--- src/rtl/mem_wb_queue_if.sv ---
// MEM->WB queue bus: enqueue side from MEM, dequeue side to WB, plus occupancy.
// The slave modport is the queue; the master modport is the surrounding pipeline.
interface mem_wb_queue_if #(
    parameter int DATA_W = 16,
    parameter int REG_W  = 3,
    parameter int CTRL_W = 32,
    parameter int DEPTH  = 2
);
    localparam int CNT_W = $clog2(DEPTH + 1);

    logic              in_valid;
    logic              in_ready;
    logic [3:0]        opcode;
    logic [CTRL_W-1:0] ctrl_in;
    logic [DATA_W-1:0] alu_out;
    logic [DATA_W-1:0] br_add_out;
    logic [DATA_W-1:0] shift_out;
    logic [DATA_W-1:0] pc_in;
    logic [DATA_W-1:0] mem_rdata;
    logic [REG_W-1:0]  dest_in;

    logic              out_valid;
    logic              out_ready;
    logic [DATA_W-1:0] result_out;
    logic [DATA_W-1:0] mem_data_out;
    logic [DATA_W-1:0] pc_out;
    logic [REG_W-1:0]  dest_out;
    logic [CTRL_W-1:0] ctrl_out;
    logic [CNT_W-1:0]  count;

    modport slave (
        input  in_valid, opcode, ctrl_in, alu_out, br_add_out, shift_out,
               pc_in, mem_rdata, dest_in, out_ready,
        output in_ready, out_valid, result_out, mem_data_out, pc_out,
               dest_out, ctrl_out, count
    );

    modport master (
        output in_valid, opcode, ctrl_in, alu_out, br_add_out, shift_out,
               pc_in, mem_rdata, dest_in, out_ready,
        input  in_ready, out_valid, result_out, mem_data_out, pc_out,
               dest_out, ctrl_out, count
    );
endinterface

--- src/rtl/mem_wb_queue.sv ---
// DEPTH-entry MEM/WB FIFO for the lc3b pipeline; entries are transformed at enqueue.
// Define MEMWB_LDB_SEXT_EN to sign-extend the LDB byte instead of zero-extending it.
module mem_wb_queue #(
    parameter int DATA_W = 16,
    parameter int REG_W  = 3,
    parameter int CTRL_W = 32,
    parameter int DEPTH  = 2
) (
    input  logic clk,
    input  logic rst_n,
    input  logic flush,
    mem_wb_queue_if.slave bus
);
    localparam int PTR_W = (DEPTH > 1) ? $clog2(DEPTH) : 1;
    localparam int CNT_W = $clog2(DEPTH + 1);

    localparam logic [3:0] OP_LDB  = 4'b0010;
    localparam logic [3:0] OP_JSR  = 4'b0100;
    localparam logic [3:0] OP_LDI  = 4'b1010;
    localparam logic [3:0] OP_STI  = 4'b1011;
    localparam logic [3:0] OP_SHF  = 4'b1101;
    localparam logic [3:0] OP_LEA  = 4'b1110;
    localparam logic [3:0] OP_TRAP = 4'b1111;

    logic [DATA_W-1:0] result_mem [DEPTH];
    logic [DATA_W-1:0] data_mem   [DEPTH];
    logic [DATA_W-1:0] pc_mem     [DEPTH];
    logic [REG_W-1:0]  dest_mem   [DEPTH];
    logic [CTRL_W-1:0] ctrl_mem   [DEPTH];

    logic [PTR_W-1:0] rd_ptr;
    logic [PTR_W-1:0] wr_ptr;
    logic [CNT_W-1:0] count_q;

    logic push;
    logic pop;
    logic not_empty;
    logic not_full;

    logic [DATA_W-1:0] new_result;
    logic [DATA_W-1:0] new_mem_data;
    logic [REG_W-1:0]  new_dest;
    logic [CTRL_W-1:0] new_ctrl;
    logic [7:0]        ldb_byte;
    logic              ldb_fill;

    function automatic logic [PTR_W-1:0] next_ptr(input logic [PTR_W-1:0] p);
        return (p == PTR_W'(DEPTH - 1)) ? '0 : p + PTR_W'(1);
    endfunction

    // Readiness depends only on registered occupancy, never on out_ready.
    assign not_empty = (count_q != '0);
    assign not_full  = (count_q < CNT_W'(DEPTH));
    assign push      = bus.in_valid && not_full;
    assign pop       = not_empty && bus.out_ready;

    always_comb begin
        new_result   = bus.alu_out;
        new_mem_data = bus.mem_rdata;
        new_dest     = bus.dest_in;
        new_ctrl     = bus.ctrl_in;
        ldb_byte     = bus.alu_out[0] ? bus.mem_rdata[15:8] : bus.mem_rdata[7:0];
`ifdef MEMWB_LDB_SEXT_EN
        ldb_fill     = ldb_byte[7];
`else
        ldb_fill     = 1'b0;
`endif
        case (bus.opcode)
            OP_LEA:  new_result = bus.br_add_out;
            OP_SHF:  new_result = bus.shift_out;
            default: new_result = bus.alu_out;
        endcase
        if (bus.opcode == OP_LDB)
            new_mem_data = {{(DATA_W - 8){ldb_fill}}, ldb_byte};
        // JSR/JSRR and TRAP always link into R7.
        if (bus.opcode == OP_JSR || bus.opcode == OP_TRAP)
            new_dest = '1;
        if (bus.opcode == OP_LDI || bus.opcode == OP_STI)
            new_ctrl = '0;
    end

    always_ff @(posedge clk or negedge rst_n) begin
        if (!rst_n) begin
            rd_ptr  <= '0;
            wr_ptr  <= '0;
            count_q <= '0;
            for (int i = 0; i < DEPTH; i++) begin
                result_mem[i] <= '0;
                data_mem[i]   <= '0;
                pc_mem[i]     <= '0;
                dest_mem[i]   <= '0;
                ctrl_mem[i]   <= '0;
            end
        end else if (flush) begin
            rd_ptr  <= '0;
            wr_ptr  <= '0;
            count_q <= '0;
        end else begin
            if (push) begin
                result_mem[wr_ptr] <= new_result;
                data_mem[wr_ptr]   <= new_mem_data;
                pc_mem[wr_ptr]     <= bus.pc_in;
                dest_mem[wr_ptr]   <= new_dest;
                ctrl_mem[wr_ptr]   <= new_ctrl;
                wr_ptr             <= next_ptr(wr_ptr);
            end
            if (pop)
                rd_ptr <= next_ptr(rd_ptr);
            case ({push, pop})
                2'b10:   count_q <= count_q + CNT_W'(1);
                2'b01:   count_q <= count_q - CNT_W'(1);
                default: count_q <= count_q;
            endcase
        end
    end

    // Head fields are masked so an empty queue never exposes stale storage.
    assign bus.in_ready     = not_full;
    assign bus.out_valid    = not_empty;
    assign bus.count        = count_q;
    assign bus.result_out   = not_empty ? result_mem[rd_ptr] : '0;
    assign bus.mem_data_out = not_empty ? data_mem[rd_ptr]   : '0;
    assign bus.pc_out       = not_empty ? pc_mem[rd_ptr]     : '0;
    assign bus.dest_out     = not_empty ? dest_mem[rd_ptr]   : '0;
    assign bus.ctrl_out     = not_empty ? ctrl_mem[rd_ptr]   : '0;
endmodule

--- src/flat_wrapper.sv ---
// flat-port wrapper written by rule: the top's interface ports become plain ports
module mem_wb_queue_flat 
#(
    parameter int DATA_W = 16,
    parameter int REG_W  = 3,
    parameter int CTRL_W = 32,
    parameter int DEPTH  = 2
)
  (clk, rst_n, flush, bus_in_valid, bus_opcode, bus_ctrl_in, bus_alu_out, bus_br_add_out, bus_shift_out, bus_pc_in, bus_mem_rdata, bus_dest_in, bus_out_ready, bus_in_ready, bus_out_valid, bus_result_out, bus_mem_data_out, bus_pc_out, bus_dest_out, bus_ctrl_out, bus_count);
  mem_wb_queue_if #(.DATA_W(DATA_W), .REG_W(REG_W), .CTRL_W(CTRL_W), .DEPTH(DEPTH)) bus_i ();
  input  logic clk;
  input  logic rst_n;
  input  logic flush;
  input wire logic [$bits(bus_i.in_valid)-1:0] bus_in_valid;
  input wire logic [$bits(bus_i.opcode)-1:0] bus_opcode;
  input wire logic [$bits(bus_i.ctrl_in)-1:0] bus_ctrl_in;
  input wire logic [$bits(bus_i.alu_out)-1:0] bus_alu_out;
  input wire logic [$bits(bus_i.br_add_out)-1:0] bus_br_add_out;
  input wire logic [$bits(bus_i.shift_out)-1:0] bus_shift_out;
  input wire logic [$bits(bus_i.pc_in)-1:0] bus_pc_in;
  input wire logic [$bits(bus_i.mem_rdata)-1:0] bus_mem_rdata;
  input wire logic [$bits(bus_i.dest_in)-1:0] bus_dest_in;
  input wire logic [$bits(bus_i.out_ready)-1:0] bus_out_ready;
  output wire logic [$bits(bus_i.in_ready)-1:0] bus_in_ready;
  output wire logic [$bits(bus_i.out_valid)-1:0] bus_out_valid;
  output wire logic [$bits(bus_i.result_out)-1:0] bus_result_out;
  output wire logic [$bits(bus_i.mem_data_out)-1:0] bus_mem_data_out;
  output wire logic [$bits(bus_i.pc_out)-1:0] bus_pc_out;
  output wire logic [$bits(bus_i.dest_out)-1:0] bus_dest_out;
  output wire logic [$bits(bus_i.ctrl_out)-1:0] bus_ctrl_out;
  output wire logic [$bits(bus_i.count)-1:0] bus_count;
  assign bus_i.in_valid = bus_in_valid;
  assign bus_i.opcode = bus_opcode;
  assign bus_i.ctrl_in = bus_ctrl_in;
  assign bus_i.alu_out = bus_alu_out;
  assign bus_i.br_add_out = bus_br_add_out;
  assign bus_i.shift_out = bus_shift_out;
  assign bus_i.pc_in = bus_pc_in;
  assign bus_i.mem_rdata = bus_mem_rdata;
  assign bus_i.dest_in = bus_dest_in;
  assign bus_i.out_ready = bus_out_ready;
  assign bus_in_ready = bus_i.in_ready;
  assign bus_out_valid = bus_i.out_valid;
  assign bus_result_out = bus_i.result_out;
  assign bus_mem_data_out = bus_i.mem_data_out;
  assign bus_pc_out = bus_i.pc_out;
  assign bus_dest_out = bus_i.dest_out;
  assign bus_ctrl_out = bus_i.ctrl_out;
  assign bus_count = bus_i.count;
  mem_wb_queue #(.DATA_W(DATA_W), .REG_W(REG_W), .CTRL_W(CTRL_W), .DEPTH(DEPTH)) u_core (.clk(clk), .rst_n(rst_n), .flush(flush), .bus(bus_i));
endmodule
--- config.mk ---
export PLATFORM = sky130hd
export DESIGN_NAME = mem_wb_queue_flat
export DESIGN_NICKNAME = d
export VERILOG_FILES = /design/src/rtl/mem_wb_queue_if.sv /design/src/rtl/mem_wb_queue.sv /design/src/flat_wrapper.sv
export SDC_FILE = /design/constraint.sdc
export NUM_CORES = 1
export LEC_CHECK = 0
export CAP_MARGIN = 20
export CORE_MARGIN = 2
export CORE_UTILIZATION = 35
export DETAILED_ROUTE_END_ITERATION = 12
export GPL_ROUTABILITY_DRIVEN = 0
export GPL_TIMING_DRIVEN = 0
export HOLD_SLACK_MARGIN = 0.05
export PLACE_DENSITY_LB_ADDON = 0.08
export RECOVER_POWER = 100
export SLEW_MARGIN = 20
export SYNTH_ARGS = -nofsm -noshare
export SYNTH_HDL_FRONTEND = slang
export SYNTH_SLANG_ARGS = --single-unit
--- constraint.sdc ---
create_clock -name clk -period 2.5 [get_ports clk]
set_clock_uncertainty 0.15 [all_clocks]
set_input_delay 0.25 -clock clk [delete_from_list [all_inputs] [get_ports clk]]
set_output_delay 0.25 -clock clk [all_outputs]
set_load 0.05 [all_outputs]
======== Word-level counts from Yosys, hierarchy flattened ========
Cells that the tools add are included.
cells by class
  equal/unequal tests ..................... 9
  magnitude comparators ................... 4
  reduce and logical (&&, ||, !) cells .... 10
  add/sub/neg operators ................... 4
  mux-type cells .......................... 44
  bitwise logic cells ..................... 3
operator list
  cell                                                       count
  2-to-1 mux 16 bit                                          14
  2-to-1 mux 32 bit                                          6
  bitwise mux 32 bit                                         3
  bitwise mux 64 bit                                         1
  demux 32 bit (select 1 bit)                                1
  one-hot mux 16 bit (2 select lines)                        1
  == test 4 bit (second input constant)                      5
  2-to-1 mux 3 bit                                           6
  demux 16 bit (select 1 bit)                                1
  2-to-1 mux 8 bit                                           1
  bitwise mux 6 bit                                          1
  2-to-1 mux 1 bit                                           6
  nonzero test 2 bit                                         3
  == test 4 x 2 -> 1 bit (second input constant)             1
  == test 4 x 3 -> 1 bit (second input constant)             1
  greater-or-equal comparator 2 bit (second input constant)  2
  NOT 1 -> 2 bit                                             2
  one-hot mux 2 bit (2 select lines)                         1
  demux 3 bit (select 1 bit)                                 1
  logical AND 1 bit                                          3
  nonzero test 3 bit                                         1
  adder 1 bit (second input constant)                        2
  adder 2 x 1 -> 2 bit (second input constant)               1
  == test 2 x 1 -> 1 bit (second input constant)             1
  8 further kinds                                            9
storage, ports and cells
  flip-flop bits (word level) ............. 170
  output and inout bits ................... 87
  word-level logic and storage cells ...... 87
  bits of input ports ..................... 124

======== Logic depth before layout (Yosys ltp) ========
  word-level depth ........................ 6
  depth in mapped cells ................... 7
  depth with buffers taken out ............ 3

======== Least setup slack after synthesis ========
OpenSTA, ideal clock, no wires.
  kind .................................... reg2out
  start point ............................. register u_core.count_q[1] (netlist: u_core.bus.count[1])
  end point ............................... output port bus_ctrl_out[19]
  arrival ................................. 2.055 ns
  path buffers ............................ 3
  stages on the path, launching flop included .. 6
  data required time ...................... 2.100 ns
  path slack .............................. 0.045 ns
  cells stage by stage .................... dfrtp_1 buf_4 nor2_1 clkbuf_1 buf_1 nor2_1
on the way
  longest elaborated chain between the ends .. 2
ends and longest elaborated chain
  what                    RTL line             source
  from (decl)             mem_wb_queue.sv:33   logic [CNT_W-1:0] count_q;
  from (signal assigned)  mem_wb_queue.sv:110  2'b10: count_q <= count_q + CNT_W'(1);
  from (signal assigned)  mem_wb_queue.sv:111  2'b01: count_q <= count_q - CNT_W'(1);
  from (signal assigned)  mem_wb_queue.sv:112  default: count_q <= count_q;
  nonzero test 2 bit      mem_wb_queue.sv:52   assign not_empty = (count_q != '0);
  2-to-1 mux 32 bit       mem_wb_queue.sv:125  assign bus.ctrl_out = not_empty ? ctrl_mem[rd_ptr] : '0;
  to (decl)               flat_wrapper.sv:30   output wire logic [$bits(bus_i.ctrl_out)-1:0] bus_ctrl_out;
Every way passes these cells.

======== Worst setup path in the final report ========
  start point ............................. register u_core.count_q[1] (netlist: u_core.bus.count[1])
  end point ............................... output port bus_pc_out[9]
on the way
  longest elaborated chain between the ends .. 2
ends and longest elaborated chain
  what                RTL line             source
  nonzero test 2 bit  mem_wb_queue.sv:52
  2-to-1 mux 16 bit   mem_wb_queue.sv:123  assign bus.pc_out = not_empty ? pc_mem[rd_ptr] : '0;
  to (decl)           flat_wrapper.sv:28   output wire logic [$bits(bus_i.pc_out)-1:0] bus_pc_out;
Every way passes these cells.

==> impl_metrics.yaml <==
die:
  core_mm2: 0.02333
  initial_core_util_pct: 35.47
  die_h_um: 157.8
  ios: 211
  fp-row-count: 56
  dieArea_mm2: 0.02489
  die_w_um: 157.8
layout:
  final_util_pct: 47.25
  fill_cells: 2417
  final_nets: 1258
  stdcell_count: 1469
  area_growth_pct: 33.22
  drive_above_1_share_pct: 13.78
critical_path:
  worstReg2RegStart: "u_core.wr_ptr"
  critPathLaunch: "u_core.bus.count[1]"
  crit_required_ns: 2.10
  path_max_fanout: 10
  crit_path_end_kind: "output pin"
  cp-start-kind: "flip-flop"
  setup.worst_path.end: "bus_pc_out[9]"
  cp.arrival_ns: 2.06
  r2r_slack_ns: 0.08
  crit_type: "flip-flop to output pin"
  r2r_end: "u_core.result_mem[18]"
  reg2reg_depth: 7
drt:
  vias: 7258
  ant_nets: 0
  routedWlPerCell_um: 17.66
  finalWirelength_um: 25940
  first_pass_iters: 5
  initialDrtViolationCount: 388
  dr.max_layer_used: "met4"
  post_drt_via_cell_ratio: 4.941
  met1_length_um: 12020
  drc: 0
  wl_met3_um: 990
  wl_met2_um: 12470
synth:
  synth_edf_count: 0
  syn_area_mm2: 0.008275
  synthFlopType: "dfrtp_1"
  yosys.cell_types.count: 38
  ys_ff_latch: 170
  syn_area_per_cell_um2: 9.164
  ys_seq_area_share_pct: 51.41
  async_flop_share_pct: 100.0
  synth_warnings: 0
  synth_fp_nets: 1027
  syn_inst: 903
pwr:
  p_leak_nw: 5.003
  switching_share_pct: 34.52
  switchingPower_w: 0.003029
  power_density_mw_per_mm2: 796.0
  power_w: 0.008775
  p_int_w: 0.005746
  p_comb_share_pct: 26.1
  peakVddDrop_mv: 0.4030
  seqPwrFrac_pct: 43.2
  clockPowerShare_pct: 30.8
cts:
  cts.sinks: 170
  cts_root_buf: "clkbuf_16"
  cts_tree: "built"
  numCtsBuffers: 17
  clk_pin_slew_worst_paths_ns: 0.07
  htree_num_levels: 4
  clk-insertion-delay-late_ns: 0.43
  clk_path_buf_depth: 2
sta:
  max_freq_mhz: 407.2
  finalSetupViolCount: 0
  post-route-period-util_pct: 98.24
  layout_setup_ws_ns: 0.04412
  fin_hold_ws_ns: 0.2362
  drv_slew: 0
  finalCriticalPeriod_ns: 2.456
  rsz0062_at_grt: "true"
  slew_headroom_pct: 25.69
  worst_pin_slew_ns: 1.115
  hold_viol_final: 0
placement:
  place_inst: 1432
  dp_slack_ns: -0.7526
  port_buffers: 208
  dp_hpwl_um: 18410
run_status:
  status: "finished, final reports clean"
global_routing:
  grt_max_degree: 70
  gr-total-overflow: 0
  grt_pass1_wl_um: 40790
  grt_pass1_vias: 7442
  antenna_found_initial: 3
  grtUsageTotal_pct: 21.33
worst_hold_path:
  min_path_type: "primary input to flip-flop"
job:
  cap_violations: 0
-- cells in the final DEF, fill, tap and decap left out, types with 4 or more instances in the layout --
cell type          n
mux2i_1           82
o221ai_2           5
nand2_1          249
a31oi_1           16
o21ai_0          103
nor2_1           114
buf_6              9
buf_2             60
clkbuf_1          34
clkbuf_4           4
inv_1              4
buf_4              7
clkdlybuf4s50_1  122
o221ai_1          27
o21ai_1            4
clkbuf_2          27
a22oi_1           16
dlygate4sd2_1     10
inv_6              6
nand3_1            9
a21oi_1            7
dfrtp_1          170
clkbuf_16         17
clkdlybuf4s15_2    6
-- registers in the layout, summed over array words and instances, names as in the netlist --
name	count
u_core.bus.count	2
u_core.ctrl_mem	64
u_core.data_mem	32
u_core.dest_mem	6
u_core.pc_mem	32
u_core.rd_ptr	1
u_core.result_mem	32
u_core.wr_ptr	1
-- synthesized netlist by cell type (all sizes together), types with 2 or more instances --
cell type  number  area (µm²)
dfrtp         170        4254
inv             4       15.01
mux2i          83       830.8
a22oi          16       120.1
or4b            2       23.77
nand2         249       934.7
nand3           9       45.04
o221ai         32       380.4
clkbuf         42       158.9
nor2          115       431.7
a31oi          16       100.1
xor2            2       17.52
a21oi           7       35.03
nor4b           2       38.78
xnor2           2       17.52
buf            31       227.7
nor3b           2       20.02
o21ai         107       535.5
nor2b           3       18.77
-- what timing repair did --
action                     CTS  global route
buffers inserted             0             0
resized for setup          298            89
hold buffers                 2             0
hold endpoints to repair   174             0
setup endpoints to repair   86           111
-- worst max-delay path, cell delays in order, from the launching register on --
cell	delay [ns]
dfrtp_1	0.39
buf_4	0.18
nor2_2	0.18
clkbuf_8	0.23
clkbuf_4	0.23
nor2_1	0.07
clkdlybuf4s15_2	0.33
-- final cells by class --
cell class | instances | area [µm²] | share of cell area (%)
sequential | 170 | 4254 | 38.59
tap | 319 | 399.1 | 3.620
inverter | 4 | 15.01 | 0.1362
timing repair buffer | 212 | 1787 | 16.21
antenna | 3 | 7.507 | 0.06810
multi-input combinational | 656 | 3557 | 32.27
buffer | 73 | 411.6 | 3.734
clock inverter | 14 | 153.9 | 1.396
clock buffer | 18 | 439.2 | 3.984
-- metrics by stage --
stage	instance area (µm²)	TNS, ns
6_report	11020	0
5_1_grt	11020	-4.038
4_1_cts	11380	-0.06146
3_5_place_dp	10820	-47.14
3_3_place_gp	10760	-1140.98
2_1_floorplan	8275	0
-- logic make-up after synthesis --
family,share of synthesized area [%]
compound gates,14.26
xor+xnor,0.4234
flops,51.41
mux,10.04
simple gates,19.02
buf+inv,4.853
-- worst min-delay path by stage --
stage                                     end  slack [ns]        startpoint  cells after the start
after floorplan           u_core.bus.count[0]       -0.20             rst_n                      0
after global placement       u_core.pc_mem[3]        0.31  u_core.pc_mem[3]                      2
after detailed placement  u_core.ctrl_mem[28]        0.01             rst_n                      1
after CTS                 u_core.ctrl_mem[28]        0.15             rst_n                      2
after global routing        u_core.pc_mem[26]        0.23     bus_pc_in[10]                      3
final                     u_core.data_mem[17]        0.24    bus_alu_out[0]                      3
-- power by group through the flow --
stage / combinational [W] / clock, W / sequential (W)
after CTS: 0.00239 / 0.00278 / 0.00379
after global routing: 0.00254 / 0.00289 / 0.00388
after global placement: 0.00241 / 0 / 0.00382
after detailed placement: 0.00245 / 0 / 0.00384
final: 0.00229 / 0.00270 / 0.00379
after floorplan: 0.00161 / 0 / 0.00375
-- layer usage --
metal,vias up,GRT usage (%)
met3,22,3.613
met1,3546,28.79
li1,3533,-
met5,-,0
met2,157,34.82
met4,0,7.143
Power figures use the tool's default switching activity.
